--- config.mk ---
export PLATFORM = sky130hd
export DESIGN_NAME = clk_div_sched
export DESIGN_NICKNAME = d
export VERILOG_FILES = /design/src/rtl/clk_div_sched.sv
export SDC_FILE = /design/constraint.sdc
export NUM_CORES = 1
export LEC_CHECK = 0
export ABC_AREA = 1
export CAP_MARGIN = 20
export CORE_MARGIN = 2
export CORE_UTILIZATION = 40
export CTS_BUF_LIST = sky130_fd_sc_hd__clkbuf_4 sky130_fd_sc_hd__clkbuf_8
export DETAILED_ROUTE_END_ITERATION = 16
export SYNTH_ARGS = -nofsm -noshare
export SYNTH_HDL_FRONTEND = slang
export SYNTH_SLANG_ARGS = --single-unit
--- constraint.sdc ---
create_clock -name clk -period 3.5 [get_ports clk]
set_clock_uncertainty 0.05 [all_clocks]
set_input_delay 0.35 -clock clk [delete_from_list [all_inputs] [get_ports clk]]
set_output_delay 0.35 -clock clk [all_outputs]
set_load 0.02 [all_outputs]
--- src/rtl/clk_div_sched.sv ---
// rtl/clk_div_sched.sv - programmable clock divider with boundary-aligned ratio changes
module clk_div_sched #(
  parameter int DIV_W   = 8,
  parameter int DEF_DIV = 4
) (
  input  logic             clk,
  input  logic             rst_n,
  input  logic             en,
  input  logic [DIV_W-1:0] cfg_div,
  input  logic             cfg_valid,
  output logic             cfg_ready,
  output logic             clk_o,
  output logic             tick_o,
  output logic             busy,
  output logic [DIV_W-1:0] cur_div
);

  typedef enum logic [1:0] {IDLE, RUN, PEND} state_t;

  localparam logic [DIV_W-1:0] DEF = DIV_W'(DEF_DIV);
  localparam logic [DIV_W-1:0] TWO = DIV_W'(2);
  localparam logic [DIV_W-1:0] ONE = DIV_W'(1);

  state_t           state, state_nx;
  logic [DIV_W-1:0] cnt, cnt_nx, cnt_inc;
  logic [DIV_W-1:0] cur_div_nx, pend_div, pend_div_nx;
  logic [DIV_W-1:0] cfg_clamped, half, new_div;
  logic             clk_nx, tick_nx, accept, boundary;

  assign cfg_ready   = (state != PEND);
  assign busy        = (state != IDLE);
  assign accept      = cfg_valid & cfg_ready;
  assign cfg_clamped = (cfg_div < TWO) ? TWO : cfg_div;
  assign half        = cur_div >> 1;
  assign cnt_inc     = cnt + ONE;
  assign boundary    = (state != IDLE) && (cnt == cur_div - ONE);
  assign new_div     = (state == PEND) ? pend_div : cur_div;

  always_comb begin
    state_nx    = state;
    cnt_nx      = cnt;
    cur_div_nx  = cur_div;
    pend_div_nx = pend_div;
    clk_nx      = clk_o;
    tick_nx     = 1'b0;
    case (state)
      IDLE: begin
        cnt_nx = '0;
        clk_nx = 1'b0;
        if (accept) cur_div_nx = cfg_clamped;
        if (en) begin
          state_nx = RUN;
          clk_nx   = 1'b1;
          tick_nx  = 1'b1;
        end
      end
      default: begin
        if (boundary) begin
          // Pending ratio lands here even when stopping, so the next start uses it.
          cur_div_nx = new_div;
          cnt_nx     = '0;
          if (!en) begin
            state_nx = IDLE;
            clk_nx   = 1'b0;
            if (accept) cur_div_nx = cfg_clamped;
          end else begin
            state_nx = RUN;
            clk_nx   = 1'b1;
            tick_nx  = 1'b1;
            if (accept) begin
              pend_div_nx = cfg_clamped;
              state_nx    = PEND;
            end
          end
        end else begin
          cnt_nx = cnt_inc;
          clk_nx = (cnt_inc < half);
          if (accept) begin
            pend_div_nx = cfg_clamped;
            state_nx    = PEND;
          end
        end
      end
    endcase
  end

  always_ff @(posedge clk or negedge rst_n) begin
    if (!rst_n) begin
      state    <= IDLE;
      cnt      <= '0;
      cur_div  <= DEF;
      pend_div <= '0;
      clk_o    <= 1'b0;
      tick_o   <= 1'b0;
    end else begin
      state    <= state_nx;
      cnt      <= cnt_nx;
      cur_div  <= cur_div_nx;
      pend_div <= pend_div_nx;
      clk_o    <= clk_nx;
      tick_o   <= tick_nx;
    end
  end

endmodule
; After elaboration in Yosys (flattened, before gate mapping)
; Index checks and enable logic that the tools add are counted.
; W data, S select, Z words.
[op_classes]
addsub = 2
n_mul = 0
n_div = 0
magnitude_cmp = 2
eq_ne = 6
n_shift = 0
muxes = 23
n_bitwise = 2
n_reduce_logical = 8
[ops]
columns = cell, count
row1 = $mux W8, 12
row2 = $mux W2, 6
row3 = $add A8 B1 Y8 const B, 1
row4 = $eq A8 B8 Y1, 1
row5 = $lt A8 B2 Y1 const B, 1
row6 = $lt A8 B7 Y1, 1
row7 = $ne A2 B2 Y1 const B, 4
row8 = $sub A8 B1 Y8 const B, 1
row9 = $reduce_and A2 Y1, 3
row10 = $mux W1, 5
row11 = $reduce_bool A2 Y1, 2
row12 = $reduce_bool A3 Y1, 1
row13 = $eq A2 B2 Y1 const B, 1
row14 = $logic_not A2 Y1, 1
row15 = $and A1 B1 Y1, 1
row16 = $logic_and A1 B1 Y1, 1
row17 = $not A1 Y1, 1
[word_totals]
ff_bits = 28
latchBits = 0
ramBits = 0
rom_bits = 0
in_bits = 12
output_inout_bits = 12
wordCells = 49
mem_count = 0

; Depth between registers and ports, before layout
[logic_depth]
ltp_word = 6
depth_mapped = 16
mapped_depth_nobuf = 15

; Worst setup path before layout
; Ideal clock, no wire load.
[synth_path]
kind = register -> register
start = register cnt[2]
end = register clk_o
setup_ns = 0.116
t_arrival_ns = 1.750
required_time_ns = 3.334
path_slack_ns = 1.584
path_stages_with_launch = 12
n_path_buf = 0
synth_period_minus_slack_ns = 1.916
path_cell_list = dfrtp_1 > inv_1 > nor3_1 > xor2_1 > inv_1 > ha_1 > nand2_1 > o21a_1 > o21ai_0 > o21ai_0 > nand2_1 > nand2_1
[synth_via]
elab_chain_len = 4
elab_cells_between_ends = 6
classes_between = add/sub: 1 / order compare: 1 / eq/ne: 1 / mux: 2 / reduce/logical: 1
[synth_lines]
columns = item, line
row1 = from (decl), 25  ; logic [DIV_W-1:0] cnt, cnt_nx, cnt_inc;
row2 = from (signal assigned), 97  ; cnt <= cnt_nx;
row3 = $add A8 B1 Y8 or $eq A8 B8 Y1 (tied branches), "35, 36"
row4 = $lt A8 B7 Y1 or $logic_and A1 B1 Y1 (tied branches), "77, 36"
row5 = $mux W1 *, 58  ; if (boundary) begin
row6 = $mux W1 *, 46  ; case (state)
row7 = via clk_nx, 28  ; logic clk_nx, tick_nx, accept, boundary;
row8 = to (signal assigned), 100  ; clk_o <= clk_nx;
row9 = to (decl), 12  ; output logic clk_o,
; Mark *: on every way through the listed nets, which the timed path passes. The rest lies on a longest branch.
; A chain may end at the register's enable or synchronous reset.

; Worst setup path in the final report
; Ends and elaborated chain as after synthesis.

==> flow_metrics.env <==
export IMPL_wl_met3_microns=169
export IMPL_worstPathMaxFanout=4
export IMPL_yosysUniqueCellTypes=26
export IMPL_path_clk_slew_ns=0.10
export IMPL_wire_per_inst_microns=12.7
export IMPL_m1WireLength_microns=2080
export IMPL_fmax_mhz=437
export IMPL_core_area_sq_mm=0.00435
export IMPL_yosysMostFrequentCell="nand2_1"
export IMPL_antenna_found_initial=0
export IMPL_rr_endpoint="clk_o"
export IMPL_area_delta_synth_final_pct=18.2
export IMPL_period_share=0.654
export IMPL_met2_length_microns=1900
export IMPL_tns_ns=0
export IMPL_cp_end_kind="flip-flop"
export IMPL_gp_congestion=0.828
export IMPL_grt_overflow_total=0
export IMPL_reg2reg_from="cnt[2]"
export IMPL_io_buffers=23
export IMPL_setup_slack_ns=1.21
export IMPL_yosysWarnings=0
export IMPL_vias_per_cell=4.94
export IMPL_synth_area_per_cell_sq_um=7.17
export IMPL_num_vias=1630
export IMPL_reg2regPathDepth=11
export IMPL_slew_viol_final=0
export IMPL_numCtsBuffers=3
export IMPL_cp_required_ns=3.68
export IMPL_cts_resized=0
export IMPL_final_hold_viol_count=0
export IMPL_yosysSeqAreaShare=0.387
export IMPL_drc=0
export IMPL_yosysTopAreaCell="dfrtp_1"
export IMPL_synth_area_leaders="dfrtp_1 37%, nand2_1 16%, inv_1 6.0%"
export IMPL_rsz0062_at_grt="no"
export IMPL_dp_hpwl_microns=3250
export IMPL_syn_cell_area_sq_mm=0.00181
export IMPL_detail_route_antenna_nets=0
export IMPL_clk_latency_ns=0.28
export IMPL_root_buffer="clkbuf_8"
export IMPL_rows=24
export IMPL_ir_drop_mv=0.501
export IMPL_worst_pin_slew_ns=0.637
export IMPL_cts_buffer_depth=2
export IMPL_grt_pass1_vias=1538
export IMPL_die_height_microns=71.3
export IMPL_first_iter_violations=86
export IMPL_start_kind="flip-flop"
export IMPL_maxCapViolCount=0
export IMPL_routed_wl_microns=4200
export IMPL_synthTopCellsByCount="79 x nand2_1, 29 x inv_1, 29 x nor2_1"
export IMPL_die_width_microns=71.3
export IMPL_clock_sinks=28
export IMPL_p_leak_uw=0.00109
export IMPL_arrival_ns=2.47
export IMPL_post_cts_buffers=0
export IMPL_htreeDepth=1
export IMPL_min_period_ns=2.29
export IMPL_ys_flop_type="dfrtp_1"
export IMPL_hold_buffers=0
export IMPL_synth_top_area_share=0.373
export IMPL_dp_slack_ns=1.25
export IMPL_holdWs_ns=0.384
export IMPL_relSlewSlack=0.574
export IMPL_status="finished clean"
export IMPL_ys_ff_latch=28
export IMPL_initial_core_util=0.416
export IMPL_antenna_cells=0
export IMPL_synthCells=253
export IMPL_r2r_slack_ns=1.21
export IMPL_grt_use_total=0.178
export IMPL_synth_nets=273
export IMPL_num_nets_final=299
export IMPL_min_path_type="input pin to asynchronous set/reset pin"
export IMPL_layout_drive_gt1_share=0.0863
export IMPL_top_layer="met4"
export IMPL_grt_max_degree=29
export IMPL_dieArea_sq_mm=0.00509
export IMPL_ios=24
export IMPL_synth_edf_count=0
export IMPL_power_density_mw_per_mm2=911
export IMPL_first_pass_iters=4
export IMPL_setup_viol=0
export IMPL_cts_tree="yes"
export IMPL_grt_pass1_wl_microns=7230
export IMPL_async_reset_ff_frac=1.00
export IMPL_critical_path_class="flip-flop to flip-flop"
-- report_power, final --
part           total (uW)  switching [uW]  internal, uW
logic                1160             713           451
registers             592             132           460
clock network         194             105          89.6
-- worst max-delay path, cell delays in order, from the launching register on --
cell	delay, ns
dfrtp_1	0.42
inv_1	0.07
nor3_1	0.44
xor2_1	0.22
inv_1	0.06
ha_1	0.29
a21oi_1	0.14
o21a_1	0.16
o21ai_0	0.07
o21ai_0	0.16
nand2_1	0.09
nand2_1	0.06
-- flip-flops by register name, indices dropped and copies added, names as in the netlist --
name,cells
clk_o,1
cnt,8
cur_div,8
pend_div,8
state,2
tick_o,1
-- stage by stage --
| stage | cell area (sq um) | util | power (uW) | std cells |
|---|---|---|---|---|
| 2_1_floorplan | 1810 | - | 1420 | 253 |
| 5_1_grt | 2140 | 0.492 | 2160 | 330 |
| 3_3_place_gp | 2090 | 0.481 | 1760 | 326 |
| 6_report | 2140 | 0.492 | 1950 | 330 |
| 4_1_cts | 2140 | 0.492 | 1970 | 330 |
| 3_5_place_dp | 2090 | 0.481 | 1770 | 326 |
-- layer usage --
metal  vias up  GRT usage
met3         6     0.0323
met2        32      0.285
met4         0     0.0398
li1        843          -
met5         -          0
met1       749      0.251
-- worst max path at each step --
stage                       from     to  slack [ns]  cells past startpoint
after global routing      cnt[0]  clk_o        0.99                     11
final                     cnt[2]  clk_o        1.21                     11
after detailed placement  cnt[0]  clk_o        1.25                     11
after floorplan           cnt[2]  clk_o        1.58                     11
after CTS                 cnt[0]  clk_o        1.22                     11
after global placement    cnt[0]  clk_o        1.28                     11
-- kinds of logic (layout without fill, tap and decap cells) --
| logic type | count (synthesis) | in the layout | synth area share |
|---|---|---|---|
| AO/OA/AOI/OAI | 26 | 26 | 0.0814 |
| XOR/XNOR | 9 | 9 | 0.0435 |
| adder cells (fa/ha/maj) | 8 | 8 | 0.0552 |
| buffers and inverters | 37 | 62 | 0.0849 |
| flip-flops | 28 | 28 | 0.387 |
| AND/OR/NAND/NOR | 145 | 145 | 0.348 |
-- cell type report --
| class | count | area [sq um] |
|---|---|---|
| well taps | 52 | 65.1 |
| multi-input cells | 188 | 957 |
| flip-flops and latches | 28 | 702 |
| repair buffers | 25 | 245 |
| inverters | 33 | 124 |
| fillers | 456 | 2210 |
| clock buffers | 4 | 48.8 |
-- layout by cell type (no fill, tap or decap) --
cell and instances:
o21ai_2 1, nor2_2 3, inv_1 29, dfstp_2 1
clkdlybuf4s50_1 23, nor2_1 29, nand3_1 20, nand4_1 1
buf_4 2, ha_1 8, nor3_1 2, xor2_1 7
xnor2_1 2, nand2_1 79, clkinv_1 1, nor3b_1 1
dfrtp_1 27, a21oi_1 3, o21ai_0 13, o211ai_1 1
nand2_2 5, inv_2 3, clkbuf_4 1, or2_2 1
o21a_1 1, clkbuf_8 3, a31oi_1 7, nand2_4 4
Note: power is estimated with default switching activity, not from simulation.
